## src/rtl/noc_pkg.sv

```systemverilog
// Shared helpers for the leaf router: port index constants, index-width helpers
// and extraction of the destination field from a flit.
package noc_pkg;

  localparam int LOCAL_IDX = 0;

  function automatic int idx_w(input int num_spines);
    return $clog2(num_spines + 1);
  endfunction

  function automatic int spine_w(input int num_spines);
    return $clog2(num_spines);
  endfunction

  // Destination field sits in the MSBs of the flit; flits are zero-extended to 128 bits.
  function automatic logic [31:0] dest_of(input logic [127:0] flit, input int dwidth,
                                          input int addr_w);
    logic [31:0] mask;
    mask = (32'd1 << addr_w) - 32'd1;
    return 32'(flit >> (dwidth - addr_w)) & mask;
  endfunction

endpackage

```

## src/rtl/router_fifo.sv

```systemverilog
// Per-input flit buffer; pointers carry one extra wrap bit to tell full from empty.
module router_fifo #(
  parameter int DWIDTH     = 16,
  parameter int FIFO_DEPTH = 4
) (
  input  logic              clk,
  input  logic              rst_n,
  input  logic              push,
  input  logic [DWIDTH-1:0] push_data,
  input  logic              pop,
  output logic [DWIDTH-1:0] head,
  output logic              full,
  output logic              empty
);
  localparam int AW = $clog2(FIFO_DEPTH);

  logic [DWIDTH-1:0] mem_r [FIFO_DEPTH];
  logic [AW:0]       wr_ptr_r;
  logic [AW:0]       rd_ptr_r;

  assign empty = (wr_ptr_r == rd_ptr_r);
  assign full  = (wr_ptr_r[AW] != rd_ptr_r[AW]) && (wr_ptr_r[AW-1:0] == rd_ptr_r[AW-1:0]);
  assign head  = mem_r[rd_ptr_r[AW-1:0]];

  always_ff @(posedge clk or negedge rst_n) begin
    if (!rst_n) begin
      wr_ptr_r <= '0;
      rd_ptr_r <= '0;
    end else begin
      if (push) wr_ptr_r <= wr_ptr_r + 1'b1;
      if (pop)  rd_ptr_r <= rd_ptr_r + 1'b1;
    end
  end

  always_ff @(posedge clk) begin
    if (push) mem_r[wr_ptr_r[AW-1:0]] <= push_data;
  end

endmodule

```

## src/rtl/leaf_router_cb.sv

```systemverilog
// Leaf-tile router: buffered local + spine inputs, single-entry output stages,
// round-robin sharing of local_out, and counted discard of misrouted spine flits.
module leaf_router_cb
  import noc_pkg::*;
#(
  parameter int DWIDTH     = 16,
  parameter int ADDR_W     = 6,
  parameter int NUM_SPINES = 4,
  parameter int FIFO_DEPTH = 4,
  parameter int LOCAL_ADDR = 27
) (
  input  logic                         ACLK,
  input  logic                         ARESETn,
  input  logic [DWIDTH-1:0]            local_in_data,
  input  logic                         local_in_valid,
  output logic                         local_in_ready,
  output logic [DWIDTH-1:0]            local_out_data,
  output logic                         local_out_valid,
  input  logic                         local_out_ready,
  input  logic [NUM_SPINES*DWIDTH-1:0] spine_in_data,
  input  logic [NUM_SPINES-1:0]        spine_in_valid,
  output logic [NUM_SPINES-1:0]        spine_in_ready,
  output logic [NUM_SPINES*DWIDTH-1:0] spine_out_data,
  output logic [NUM_SPINES-1:0]        spine_out_valid,
  input  logic [NUM_SPINES-1:0]        spine_out_ready,
  output logic [15:0]                  drop_count
);
  localparam int NUM_IN  = NUM_SPINES + 1;
  localparam int IDX_W   = idx_w(NUM_SPINES);
  localparam int SPINE_W = spine_w(NUM_SPINES);
  localparam logic [31:0] MY_ADDR = 32'(LOCAL_ADDR);

  logic [DWIDTH-1:0]  in_data_s [NUM_IN];
  logic [DWIDTH-1:0]  head_s    [NUM_IN];
  logic [NUM_IN-1:0]  in_valid_s, full_s, empty_s, push_s, pop_s;
  logic [NUM_IN-1:0]  is_local_s, req_s, drop_s;
  logic [NUM_SPINES-1:0] sp_load_s;
  logic [SPINE_W-1:0] tgt_s;
  logic               lo_load_s;
  logic [IDX_W-1:0]   grant_s, ptr_r;
  logic [DWIDTH-1:0]  grant_data_s;
  logic [16:0]        cnt_sum_s;
  logic [DWIDTH-1:0]  lo_data_r;
  logic               lo_valid_r;
  logic [NUM_SPINES*DWIDTH-1:0] sp_data_r;
  logic [NUM_SPINES-1:0]        sp_valid_r;
  logic [15:0]        drop_count_r;

  assign in_data_s[0]  = local_in_data;
  assign in_valid_s[0] = local_in_valid;
  assign local_in_ready = !full_s[0];

  for (genvar s = 0; s < NUM_SPINES; s++) begin : g_spine_in
    assign in_data_s[s+1]    = spine_in_data[s*DWIDTH +: DWIDTH];
    assign in_valid_s[s+1]   = spine_in_valid[s];
    assign spine_in_ready[s] = !full_s[s+1];
  end

  assign push_s = in_valid_s & ~full_s;

  for (genvar i = 0; i < NUM_IN; i++) begin : g_fifo
    router_fifo #(.DWIDTH(DWIDTH), .FIFO_DEPTH(FIFO_DEPTH)) u_fifo (
      .clk       (ACLK),
      .rst_n     (ARESETn),
      .push      (push_s[i]),
      .push_data (in_data_s[i]),
      .pop       (pop_s[i]),
      .head      (head_s[i]),
      .full      (full_s[i]),
      .empty     (empty_s[i])
    );
  end

  // Classify every head: local delivery request, or (spine only) discard.
  always_comb begin
    is_local_s = '0;
    req_s      = '0;
    drop_s     = '0;
    for (int i = 0; i < NUM_IN; i++) begin
      is_local_s[i] = (dest_of(128'(head_s[i]), DWIDTH, ADDR_W) == MY_ADDR);
      req_s[i]      = !empty_s[i] && is_local_s[i];
      drop_s[i]     = (i != LOCAL_IDX) && !empty_s[i] && !is_local_s[i];
    end
    tgt_s = SPINE_W'(dest_of(128'(head_s[LOCAL_IDX]), DWIDTH, ADDR_W));
    for (int s = 0; s < NUM_SPINES; s++) begin
      sp_load_s[s] = !empty_s[LOCAL_IDX] && !is_local_s[LOCAL_IDX] &&
                     (tgt_s == SPINE_W'(s)) && (!sp_valid_r[s] || spine_out_ready[s]);
    end
  end

  // Round-robin grant for local_out, searching upward from the pointer.
  always_comb begin
    lo_load_s    = 1'b0;
    grant_s      = '0;
    grant_data_s = '0;
    for (int k = 0; k < NUM_IN; k++) begin
      int c;
      c = int'(ptr_r) + k;
      if (c >= NUM_IN) c = c - NUM_IN;
      if (!lo_load_s && (!lo_valid_r || local_out_ready) && req_s[c]) begin
        lo_load_s    = 1'b1;
        grant_s      = IDX_W'(c);
        grant_data_s = head_s[c];
      end
    end
    pop_s = drop_s;
    pop_s[LOCAL_IDX] = (|sp_load_s) || (lo_load_s && (grant_s == IDX_W'(LOCAL_IDX)));
    for (int i = 1; i < NUM_IN; i++) begin
      if (lo_load_s && (grant_s == IDX_W'(i))) pop_s[i] = 1'b1;
    end
    cnt_sum_s = {1'b0, drop_count_r};
    for (int i = 1; i < NUM_IN; i++) begin
      cnt_sum_s = cnt_sum_s + {16'd0, drop_s[i]};
    end
  end

  always_ff @(posedge ACLK or negedge ARESETn) begin
    if (!ARESETn) begin
      lo_data_r    <= '0;
      lo_valid_r   <= 1'b0;
      ptr_r        <= '0;
      sp_data_r    <= '0;
      sp_valid_r   <= '0;
      drop_count_r <= 16'd0;
    end else begin
      if (lo_load_s) begin
        lo_data_r  <= grant_data_s;
        lo_valid_r <= 1'b1;
        ptr_r      <= (grant_s == IDX_W'(NUM_IN - 1)) ? '0 : grant_s + 1'b1;
      end else if (local_out_ready) begin
        lo_valid_r <= 1'b0;
      end
      for (int s = 0; s < NUM_SPINES; s++) begin
        if (sp_load_s[s]) begin
          sp_data_r[s*DWIDTH +: DWIDTH] <= head_s[LOCAL_IDX];
          sp_valid_r[s]                 <= 1'b1;
        end else if (spine_out_ready[s]) begin
          sp_valid_r[s] <= 1'b0;
        end
      end
      drop_count_r <= (cnt_sum_s > 17'h0FFFF) ? 16'hFFFF : cnt_sum_s[15:0];
    end
  end

  assign local_out_data  = lo_data_r;
  assign local_out_valid = lo_valid_r;
  assign spine_out_data  = sp_data_r;
  assign spine_out_valid = sp_valid_r;
  assign drop_count      = drop_count_r;

endmodule
```

## config.mk

```make
export PLATFORM = sky130hd
export DESIGN_NAME = leaf_router_cb
export DESIGN_NICKNAME = d
export VERILOG_FILES = /design/src/rtl/noc_pkg.sv /design/src/rtl/router_fifo.sv /design/src/rtl/leaf_router_cb.sv
export SDC_FILE = /design/constraint.sdc
export NUM_CORES = 1
export LEC_CHECK = 0
export ABC_AREA = 0
export BUFFER_PORTS_ARGS = -buffer_cell sky130_fd_sc_hd__buf_4
export CORE_MARGIN = 4
export CORE_UTILIZATION = 45
export CTS_BUF_LIST = sky130_fd_sc_hd__clkbuf_4 sky130_fd_sc_hd__clkbuf_8
export CTS_CLUSTER_SIZE = 10
export DETAILED_ROUTE_END_ITERATION = 16
export GPL_TIMING_DRIVEN = 0
export PLACE_DENSITY = 0.6
export SKIP_LAST_GASP = 1
export SLEW_MARGIN = 20
export SYNTH_ARGS = -nofsm -noshare
export SYNTH_HDL_FRONTEND = slang
export SYNTH_SLANG_ARGS = --single-unit
```

## constraint.sdc

```tcl
create_clock -name ACLK -period 11.1 [get_ports ACLK]
set_clock_uncertainty 0.05 [all_clocks]
set_input_delay 1.665 -clock ACLK [delete_from_list [all_inputs] [get_ports ACLK]]
set_output_delay 1.665 -clock ACLK [all_outputs]
set_load 0.05 [all_outputs]
```

==> results.tsv, run 1 <==
stage	metric	value	unit
outcome	status	completed	
synth	total of warnings raised by yosys	0	
synth	largest family of logic cells by synthesized area	multiplexers	
synth	Synth Area in XOR/XNOR	1.91	%
sta	setup tns final	0	ns
synth	largest cells by area after synthesis	edfxtp_1 47%, dfrtp_1 16%, mux4_2 8.9%, mux2_2 3.1%, ha_1 2.6%	
final_layout	# fillers	3800	
drt	routed vias	13100	
min_path	HP Class	reg2reg	
synth	ys flop type	edfxtp_1	
placed_design	Port Buffer Count	197	
min_path	HP Start	local_out_data[11]$_DFFE_PN0P_	
cts	Post-CTS Setup Inserts	0	
final_layout	Core Util, Final	53.7	%
drt	detailed-route wire length per cell	22.8	um
placed_design	RD Place Congestion	0.934	
global_route	largest net degree at the start of global routing	70	
cts	CTS tree	built	
synth	Distinct cells, synth	80	
synth	Synth Area in Adders	2.84	%
sta	Hold Fails Final Rpt	0	
floorplanning	die height	222	um
drt	DR pass1 iterations	5	
synth	synth cell count leaders	320 x edfxtp_1, 134 x dfrtp_1, 100 x nand2_1, 81 x mux4_2, 57 x mux2_2	
drt	1st-iter DRT viols	1272	
sta	RSZ-0062 raised after global routing	false	
drt	DR vias/cell	5.69	
synth	Synth area leader	edfxtp_1	
flow_run	total of max-cap violations	0	
synth	synthesized area	20600	um^2
global_route	gr ovfl total	0	
floorplanning	# IOs	198	
sta	Slew headroom	23.3	%
drt	Final ANT Viol Nets	0	
synth	Syn Inst Count	1381	
synth	most common cell in the synthesized netlist	edfxtp_1	
synth	Synth Area per Inst	14.9	um^2
floorplanning	Core Box Area	45300	um^2
placed_design	dpl hpwl	36.2	mm
drt	drt drc	0	
drt	WL final	52.6	mm
sta	fmax	168	MHz
cts	cts bufs inserted	74	
setup_path	type of origin of the critical path	flip-flop	
synth	Synth Area in Compound Gates	7.64	%
cts	CTS Hold Bufs	0	
final_layout	ratio of cells with drive above 1 in the final layout	28.2	%
synth	top-area cell type share of the netlist area	46.7	%
floorplanning	starting density of the core	45.5	%
floorplanning	Die X-Extent	222	um
synth	Syn Nets	1518	
setup_path	CP Max Fanout	10	
global_route	total track usage	21.2	%
final_layout	Antenna diodes	0	
setup_path	worst r2r src	ptr_r[0]$_DFFE_PN0P_	
sta	Slew Limit Fails	0	
sta	worst slew pin tran	1.14	ns
cts	post-CTS sizing	0	
placed_design	Cells after DPL	2179	
setup_path	WS Path Type	reg2reg	
sta	final setup fails	0	
global_route	initial antenna violation count	1	
setup_path	crit path from	ptr_r[0]$_DFFE_PN0P_	
final_layout	Synth-to-Final Area Change	18.2	%
final_layout	Non-Filler Instances	2310	
final_layout	nets@finish	1793	
setup_path	Crit. End Element	flip-flop	
setup_path	Crit path arrival time	6.42	ns
synth	sequential share of the synthesized area	63.0	%
global_route	vias in the first global route	13300	
synth	Yosys reg bits	454	
cts	Worst-path clk slew	0.07	ns
floorplanning	row cnt	78	
synth	mux cell area share after synthesis	13.9	%
cts	Max clock buf depth	3	
cts	Root Driver	clkbuf_8	
synth	Post-synth ARST share	29.5	%
cts	CTS sink cnt	454	
floorplanning	die area	49200	um^2
global_route	first-pass GRT wire length	80.3	mm
sta	crit share post-route	53.5	%
setup_path	CP required	11.58	ns
synth	Synth Area in Simple Gates	8.72	%
synth	Post-synth EDFFs	320	
cts	H-tree depth	3	
cts	clk_lat worst skew	0.66	ns
sta	minimum clock period after layout	5.94	ns
flip-flops by register name, summed over array words and instances, names as in the netlist:
| signal | cells |
|---|---|
| local_out_data | 16 |
| ptr_r | 3 |
| local_out_valid | 1 |
| g_fifo.u_fifo.rd_ptr_r | 15 |
| spine_out_data | 64 |
| spine_out_valid | 4 |
| drop_count | 16 |
| g_fifo.u_fifo.mem_r | 320 |
| g_fifo.u_fifo.wr_ptr_r | 15 |
cells in the final DEF, fill, tap and decap left out, types with 27 or more instances in the layout:
cell type and instances:
dfrtp_1 134, ha_1 42, mux4_2 81, nand2b_1 28, a211oi_1 36, inv_1 33, clkbuf_1 53, buf_4 197
edfxtp_1 320, nor2_1 33, clkbuf_4 28, mux2i_1 33, clkbuf_8 81, nand2_1 100, mux2_2 57, and3_1 28
nor2b_1 27
final timing paths:
kind / endpoint / slack, ns / depth (start not counted)
setup / recovery: g_fifo[4].u_fifo.rd_ptr_r[2]$_DFFE_PN0P_ / 5.16 / 19
hold / removal: local_out_data[11]$_DFFE_PN0P_ / 0.42 / 1
setup reg to reg: g_fifo[4].u_fifo.rd_ptr_r[2]$_DFFE_PN0P_ / 5.16 / 19
hold reg to reg: local_out_data[11]$_DFFE_PN0P_ / 0.42 / 1
max in group asynchronous: drop_count[10]$_DFF_PN0_ / 9.29 / 2
min in group asynchronous: g_fifo[3].u_fifo.wr_ptr_r[0]$_DFFE_PN0P_ / 0.96 / 1
routing by layer:
layer	global-route usage [%]	routed length, um	vias up
li1	-	-	5952
met1	28.7	22600	6590
met2	33.7	24800	486
met3	5.36	3670	109
met4	7.24	1460	2
met5	0	13	-
stage by stage:
stage                     worst slack, ns  hold WS, ns  cell area (um^2)
after CTS                            5.02        0.419             24300
after global routing                 4.68        0.436             24300
after global placement               5.19        0.400             22800
final                                5.16        0.416             24300
after floorplan                      6.35        0.410             20600
after detailed placement             5.04        0.406             22900
critical path, cell delays in order, from the launching register on:
cell and delay [ns]:
dfrtp_1 0.45, buf_2 0.23, inv_1 0.20, ha_1 0.37
clkbuf_1 0.36, nor2b_1 0.18, o211ai_1 0.34, nor2_1 0.91
nand2_1 0.12, o2111a_1 0.34, nand4_1 0.20, or2_1 0.13
buf_2 0.23, o22ai_1 0.09, or3_1 0.43, inv_1 0.12
ha_1 0.34, inv_1 0.12, a311o_1 0.33, a311o_1 0.27
cell families (layout without fill, tap and decap cells):
group | Yosys count | count (layout)
muxes | 177 | 177
xor gates and xnor gates | 45 | 45
adders and majority gates | 45 | 45
DFF | 454 | 454
buffers and inverters | 105 | 434
AOI/OAI and AO/OA | 222 | 222
and+or+nand+nor | 333 | 333
area by class of cell:
type / instances / area [um^2] / area share [%]
Sequential cell: 454 / 13000 / 53.3
Inverter: 34 / 128 / 0.524
Buffer: 71 / 285 / 1.17
Clock inverter: 21 / 126 / 0.519
Multi-Input combinational cell: 822 / 7230 / 29.7
Timing Repair Buffer: 199 / 1530 / 6.27
Clock buffer: 109 / 1330 / 5.45
Tap cell: 600 / 751 / 3.08
Power of run 1 is not shown: default switching activity piles up to over one toggle a cycle in this logic, so the estimate is an artifact.
==> inputs of run 2 (changes only) <==
==> constraint.sdc (replaced) <==
create_clock -name ACLK -period 5.5 [get_ports ACLK]
set_clock_uncertainty 0.05 [all_clocks]
set_input_delay 0.825 -clock ACLK [delete_from_list [all_inputs] [get_ports ACLK]]
set_output_delay 0.825 -clock ACLK [all_outputs]
set_load 0.05 [all_outputs]
==> run 2 against run 1 <==
  * Wire length rose by 0.30%
  * Design area rose by 0.44%
  * Clock-buffer cell count did not move
  * Via count rose by 0.57%
  * Register-to-register slack got worse by 4.8 ns
  * Critical endpoint is now g_fifo[3].u_fifo.rd_ptr_r[2]$_DFFE_PN0P_
  * Highest routed layer unchanged
==> results.tsv, run 2 (synthesis results as in run 1) <==
stage	metric	value	unit	change
floorplanning	# IOs	198		unchanged
global_route	vias in the first global route	13400		+0.38%
setup_path	crit-path cells	inv_1 -> ha_1 -> inv_1 -> ha_1 -> nor4_1 -> nor2_1 -> o21ai_0 -> nor2_4 -> nand2_1 -> o2111a_1 -> nand4_1 -> or2_1 -> buf_2 -> a2bb2oi_1 -> o211ai_1 -> buf_4 -> ha_1 -> or3b_2 -> o41ai_1 -> a21oi_1 -> o211ai_1		
cts	Max clock buf depth	3		unchanged
cts	CTS Hold Bufs	0		unchanged
setup_path	CP required	5.99	ns	-5.59 ns
setup_path	WP buf/inv	4		-2
drt	detailed-route wire length per cell	22.7	um	about the same
placed_design	dpl hpwl	36.2	mm	unchanged
min_path	HP Class	in2async		
setup_path	WS Path Type	reg2reg		
setup_path	delay-heaviest family, CP	simple AND/OR/NAND/NOR gates		
final_layout	nets@finish	1802		+0.50%
setup_path	Crit path arrival time	5.63	ns	-0.79 ns
setup_path	Crit. End Element	flip-flop		
setup_path	CP Max Fanout	11		+1
final_layout	commonest non-fill, non-tap cells in the layout	320 x edfxtp_1, 206 x buf_4, 132 x dfrtp_1		
drt	DR vias/cell	5.70		+0.18%
floorplanning	starting density of the core	45.5	%	unchanged
global_route	gr ovfl total	0		unchanged
flow_run	total of max-cap violations	0		unchanged
cts	cts bufs inserted	74		unchanged
placed_design	Port Buffer Count	197		unchanged
sta	Hold Fails Final Rpt	0		unchanged
setup_path	slowest CP cell	dfrtp_2		
cts	CTS sink cnt	454		unchanged
sta	Slew Limit Fails	0		unchanged
drt	DR pass1 iterations	6		+1
cts	CTS tree	built		
global_route	largest net degree at the start of global routing	70		unchanged
placed_design	pre-CTS WS	-0.555	ns	-5.60 ns
sta	RSZ-0062 raised after global routing	false		
drt	1st-iter DRT viols	1212		-4.7%
cts	Root Driver	clkbuf_8		
final_layout	Sequential cell area	13000	um^2	about the same
setup_path	CP max stage delay	0.50	ns	-0.41 ns
drt	drt drc	0		unchanged
final_layout	max FFs per register	320		unchanged
drt	WL final	52.8	mm	+0.30%
final_layout	most common cell after layout, fill and taps aside	edfxtp_1		
global_route	total track usage	21.2	%	about the same
drt	Final ANT Viol Nets	0		unchanged
sta	final setup fails	0		unchanged
final_layout	Antenna diodes	0		unchanged
global_route	initial antenna violation count	1		unchanged
sta	setup ws final	0.367	ns	-4.79 ns
final_layout	Synth-to-Final Area Change	18.7	%	
final_layout	multi-input logic area	7260	um^2	+0.35%
floorplanning	die height	222	um	unchanged
drt	routed vias	13200		+0.57%
sta	fmax	195	MHz	+16%
outcome	status	completed		
cts	clk_lat worst skew	0.66	ns	about the same
sta	crit share post-route	93.3	%	+40 points
cts	Worst-path clk slew	0.07	ns	about the same
global_route	first-pass GRT wire length	80.4	mm	about the same
cts	H-tree depth	3		unchanged
sta	worst slew pin tran	1.10	ns	-0.0426 ns
final_layout	ratio of cells with drive above 1 in the final layout	29.2	%	+0.96 points
placed_design	RD Place Congestion	0.934		unchanged
setup_path	type of origin of the critical path	flip-flop		
floorplanning	Die X-Extent	222	um	unchanged
floorplanning	row cnt	78		unchanged
sta	minimum clock period after layout	5.13	ns	-0.811 ns
floorplanning	die area	49200	um^2	unchanged
final_layout	# fillers	3799		-0.026%
floorplanning	Core Box Area	45300	um^2	unchanged
setup_path	most frequent CP cell	ha_1		
sta	Slew headroom	26.1	%	+2.9 points
-- run 2: area by class of cell --
type	count	area share, %
clock inverter	21	0.517
sequential	454	53.0
inverter	34	0.538
clock buffer	109	5.42
multi-input combinational	822	29.7
tap	600	3.07
buffer	71	1.20
timing repair buffer	208	6.52
-- run 2: what timing repair did --
item | CTS | global route
resized for setup | 4 | 12
buffers inserted | 3 | 6
gates cloned | 0 | 0
setup endpoints to repair | 26 | 16
pin swaps | 1 | 2
-- run 2: layer usage --
layer	GRT usage [%]	wire length, um
met1	28.7	22500
met2	33.5	25000
met3	5.38	3690
met4	7.60	1490
met5	0	11
-- run 2: worst register-to-register path: stages (launching register included) --
cell and delay [ns]:
dfrtp_2 0.50, inv_1 0.28, ha_1 0.21, inv_1 0.04, ha_1 0.41, nor4_1 0.09, nor2_1 0.14, o21ai_0 0.25
nor2_4 0.41, nand2_1 0.10, o2111a_1 0.32, nand4_1 0.21, or2_1 0.13, buf_2 0.23, a2bb2oi_1 0.19, o211ai_1 0.21
buf_4 0.20, ha_1 0.29, or3b_2 0.51, o41ai_1 0.08, a21oi_1 0.07, o211ai_1 0.09
-- run 2: final timing paths --
kind                       depth (start not counted)                            from                                       end  slack, ns
hold reg to reg                                    1  local_out_data[11]$_DFFE_PN0P_            local_out_data[11]$_DFFE_PN0P_       0.42
max in group asynchronous                          2                         ARESETn                  drop_count[10]$_DFF_PN0_       4.53
setup / recovery                                  21            ptr_r[1]$_DFFE_PN0P_  g_fifo[3].u_fifo.rd_ptr_r[2]$_DFFE_PN0P_       0.37
hold / removal                                     1                         ARESETn  g_fifo[3].u_fifo.wr_ptr_r[0]$_DFFE_PN0P_       0.12
min in group ACLK                                  1                local_in_data[0]    g_fifo[0].u_fifo.mem_r[2][0]$_DFFE_PP_       0.31
setup reg to reg                                  21            ptr_r[1]$_DFFE_PN0P_  g_fifo[3].u_fifo.rd_ptr_r[2]$_DFFE_PN0P_       0.37
-- run 2: metrics by stage --
step | hold slack [ns] | cells | instance area [um^2] | setup TNS (ns) | utilization [%]
floorplan | 0.410 | 1381 | 20600 | 0 | -
global placement | 0.400 | 2178 | 22800 | -3.58 | 50.4
detailed placement | 0.406 | 2179 | 22900 | -6.48 | 50.5
CTS | 0.0801 | 2312 | 24400 | 0 | 53.8
global route | 0.122 | 2319 | 24400 | 0 | 54.0
finish | 0.116 | 2319 | 24400 | 0 | 54.0
Power of run 2 is left out for the same reason.
==> inputs of run 3 (changes only) <==
--- a/config.mk
+++ b/config.mk
@@ -14,6 +14,7 @@
 export DETAILED_ROUTE_END_ITERATION = 16
 export GPL_TIMING_DRIVEN = 0
 export PLACE_DENSITY = 0.6
+export RECOVER_POWER = 100
 export SKIP_LAST_GASP = 1
 export SLEW_MARGIN = 20
 export SYNTH_ARGS = -nofsm -noshare
==> run 3 against run 2 <==
  * The flow now finishes with violations (capacitance limit, slew limit)
  * Final cell count unchanged
  * Largest cell class unchanged
  * Hold slack better by 0.20 ns
  * Via count grew 0.17%
  * Highest routed layer unchanged
  * Critical path type unchanged
  * Register-to-register slack about the same
  * Global-route usage did not move
  * Wire length is 0.19% higher
  * Utilization is 1.6 points lower
==> results.tsv, run 3 (synthesis results as in run 1) <==
stage	metric	value	unit	change
final_layout	# fillers	3962		+4.3%
final_layout	most common cell after layout, fill and taps aside	edfxtp_1		
placed_design	dpl hpwl	36.2	mm	unchanged
sta	Hold Fails Final Rpt	0		unchanged
setup_path	slowest CP cell	o31ai_1		
cts	Max clock buf depth	3		unchanged
sta	final setup fails	0		unchanged
final_layout	nets@finish	1802		unchanged
global_route	first-pass GRT wire length	80.4	mm	unchanged
setup_path	CP required	5.96	ns	-0.03 ns
min_path	Hold Path Cell Cnt	2		
final_layout	max FFs per register	320		unchanged
cts	clk_lat worst skew	0.66	ns	about the same
flow_run	total of max-cap violations	1		+1
floorplanning	starting density of the core	45.5	%	unchanged
global_route	vias in the first global route	13400		unchanged
drt	routed vias	13200		+0.17%
cts	CTS Hold Bufs	0		unchanged
floorplanning	Core Box Area	45300	um^2	unchanged
cts	Worst-path clk slew	0.06	ns	about the same
setup_path	worst r2r src	g_fifo[2].u_fifo.rd_ptr_r[1]$_DFFE_PN0P_		
floorplanning	# IOs	198		unchanged
placed_design	RD Place Congestion	0.934		unchanged
sta	Slew headroom	-190	%	-220 points
global_route	initial antenna violation count	2		+1
final_layout	Antenna diodes	0		unchanged
floorplanning	die area	49200	um^2	unchanged
drt	WL final	52.9	mm	+0.19%
drt	DR pass1 iterations	5		-1
global_route	largest net degree at the start of global routing	70		unchanged
setup_path	reg2reg path depth	17		-19%
drt	DR vias/cell	5.71		+0.17%
floorplanning	Die X-Extent	222	um	unchanged
sta	fmax	195	MHz	+0.19%
sta	RSZ-0062 raised after global routing	false		
min_path	hold path endpoint	spine_out_valid[1]$_DFFE_PN0P_		
outcome	status	finished, violations left		
placed_design	Port Buffer Count	197		unchanged
cts	CTS tree	built		
setup_path	type of origin of the critical path	flip-flop		
final_layout	Core Util, Final	52.4	%	-1.6 points
sta	minimum clock period after layout	5.12	ns	-0.00991 ns
floorplanning	row cnt	78		unchanged
min_path	HP Class	in2reg		
final_layout	ratio of cells with drive above 1 in the final layout	18.2	%	-11 points
cts	CTS sink cnt	454		unchanged
drt	1st-iter DRT viols	1231		+1.6%
final_layout	commonest non-fill, non-tap cells in the layout	320 x edfxtp_1, 242 x clkbuf_1, 132 x dfrtp_1		
setup_path	CP Max Fanout	9		-2
drt	drt drc	0		unchanged
sta	Slew Limit Fails	69		+69
drt	detailed-route wire length per cell	22.8	um	+0.19%
setup_path	CP max stage delay	0.95	ns	+0.45 ns
global_route	total track usage	21.2	%	unchanged
cts	Root Driver	clkbuf_8		
drt	Final ANT Viol Nets	0		unchanged
min_path	HP Start	spine_out_ready[1]		
setup_path	WS Path Type	reg2reg		
setup_path	Worst R2R End	g_fifo[3].u_fifo.rd_ptr_r[1]$_DFFE_PN0P_		
setup_path	worst reg-to-reg setup slack	0.38	ns	about the same
setup_path	crit path from	g_fifo[2].u_fifo.rd_ptr_r[1]$_DFFE_PN0P_		
outcome	failing checks	capacitance limit, slew limit		
setup_path	crit-path cells	clkbuf_1 -> nand4b_1 -> nor3b_1 -> o31ai_1 -> nand3b_1 -> a21oi_1 -> and4b_1 -> clkbuf_1 -> nand4_1 -> or2_1 -> buf_2 -> a2bb2oi_1 -> o211ai_1 -> buf_4 -> ha_1 -> a21oi_1 -> mux2_1		
sta	crit share post-route	93.1	%	-0.18 points
cts	cts bufs inserted	74		unchanged
setup_path	Crit. End Element	flip-flop		
global_route	gr ovfl total	0		unchanged
final_layout	Synth-to-Final Area Change	15.2	%	
sta	worst slew pin tran	4.34	ns	+3.24 ns
setup_path	Crit path arrival time	5.58	ns	-0.05 ns
floorplanning	die height	222	um	unchanged
cts	H-tree depth	3		unchanged
[run 3: cell count changes in the layout (fill, tap and decap cells not counted), sizes merged]
cell    previous run  this run
buf              224        33
clkbuf           164       355
[run 3: metrics by stage]
step                worst slack (ns)  instance area, um^2  hold slack [ns]  setup TNS [ns]  instances
detailed placement            -0.555                22900            0.406           -6.48       2179
global placement              -0.409                22800            0.400           -3.58       2178
floorplan                      0.747                20600            0.410               0       1381
CTS                           0.0861                24400           0.0801               0       2312
finish                         0.377                23700            0.318               0       2319
global route                  0.0343                23700            0.284               0       2319
[run 3: timing repair]
action                     CTS  global route
resized for setup            4            12
pin swaps                    1             2
setup endpoints to repair   26            16
buffers inserted             3             6
[run 3: area by class of cell]
| type | count | area [um^2] | area share (%) |
|---|---|---|---|
| clock buffers | 109 | 1330 | 5.59 |
| repair buffers | 208 | 883 | 3.72 |
| clock inverters | 21 | 126 | 0.533 |
| well taps | 600 | 751 | 3.16 |
| inverters | 34 | 131 | 0.554 |
| flip-flops and latches | 454 | 13000 | 54.7 |
| multi-input cells | 822 | 7250 | 30.5 |
| plain buffers | 71 | 293 | 1.23 |
[run 3: routing by layer]
layer / global-route usage [%] / part of all wire, % / vias up / wire length [um]
li1: - / - / 5963 / -
met1: 28.7 / 43 / 6647 / 22700
met2: 33.5 / 47 / 520 / 25000
met3: 5.38 / 7.0 / 102 / 3690
met4: 7.60 / 2.7 / 4 / 1420
met5: 0 / 0.051 / - / 27
[run 3: critical path: cells and delay by family (launching register included)]
kind                       cells  cell delay (ns)
DFF                            1             0.36
and+or+nand+nor                6             1.19
muxes                          1             0.34
buffers and inverters          4             1.10
adders and majority gates      1             0.33
AOI/OAI and AO/OA              5             1.59
[run 3: worst max-delay path by stage]
stage	to	slack, ns	cells after the start
5_1_grt	g_fifo[1].u_fifo.rd_ptr_r[2]$_DFFE_PN0P_	0.03	21
2_1_floorplan	g_fifo[4].u_fifo.rd_ptr_r[1]$_DFFE_PN0P_	0.75	18
3_3_place_gp	g_fifo[4].u_fifo.rd_ptr_r[1]$_DFFE_PN0P_	-0.41	18
3_5_place_dp	g_fifo[4].u_fifo.rd_ptr_r[1]$_DFFE_PN0P_	-0.56	18
6_report	g_fifo[3].u_fifo.rd_ptr_r[1]$_DFFE_PN0P_	0.38	17
4_1_cts	g_fifo[4].u_fifo.rd_ptr_r[2]$_DFFE_PN0P_	0.09	20
Power of run 3 is left out for the same reason.
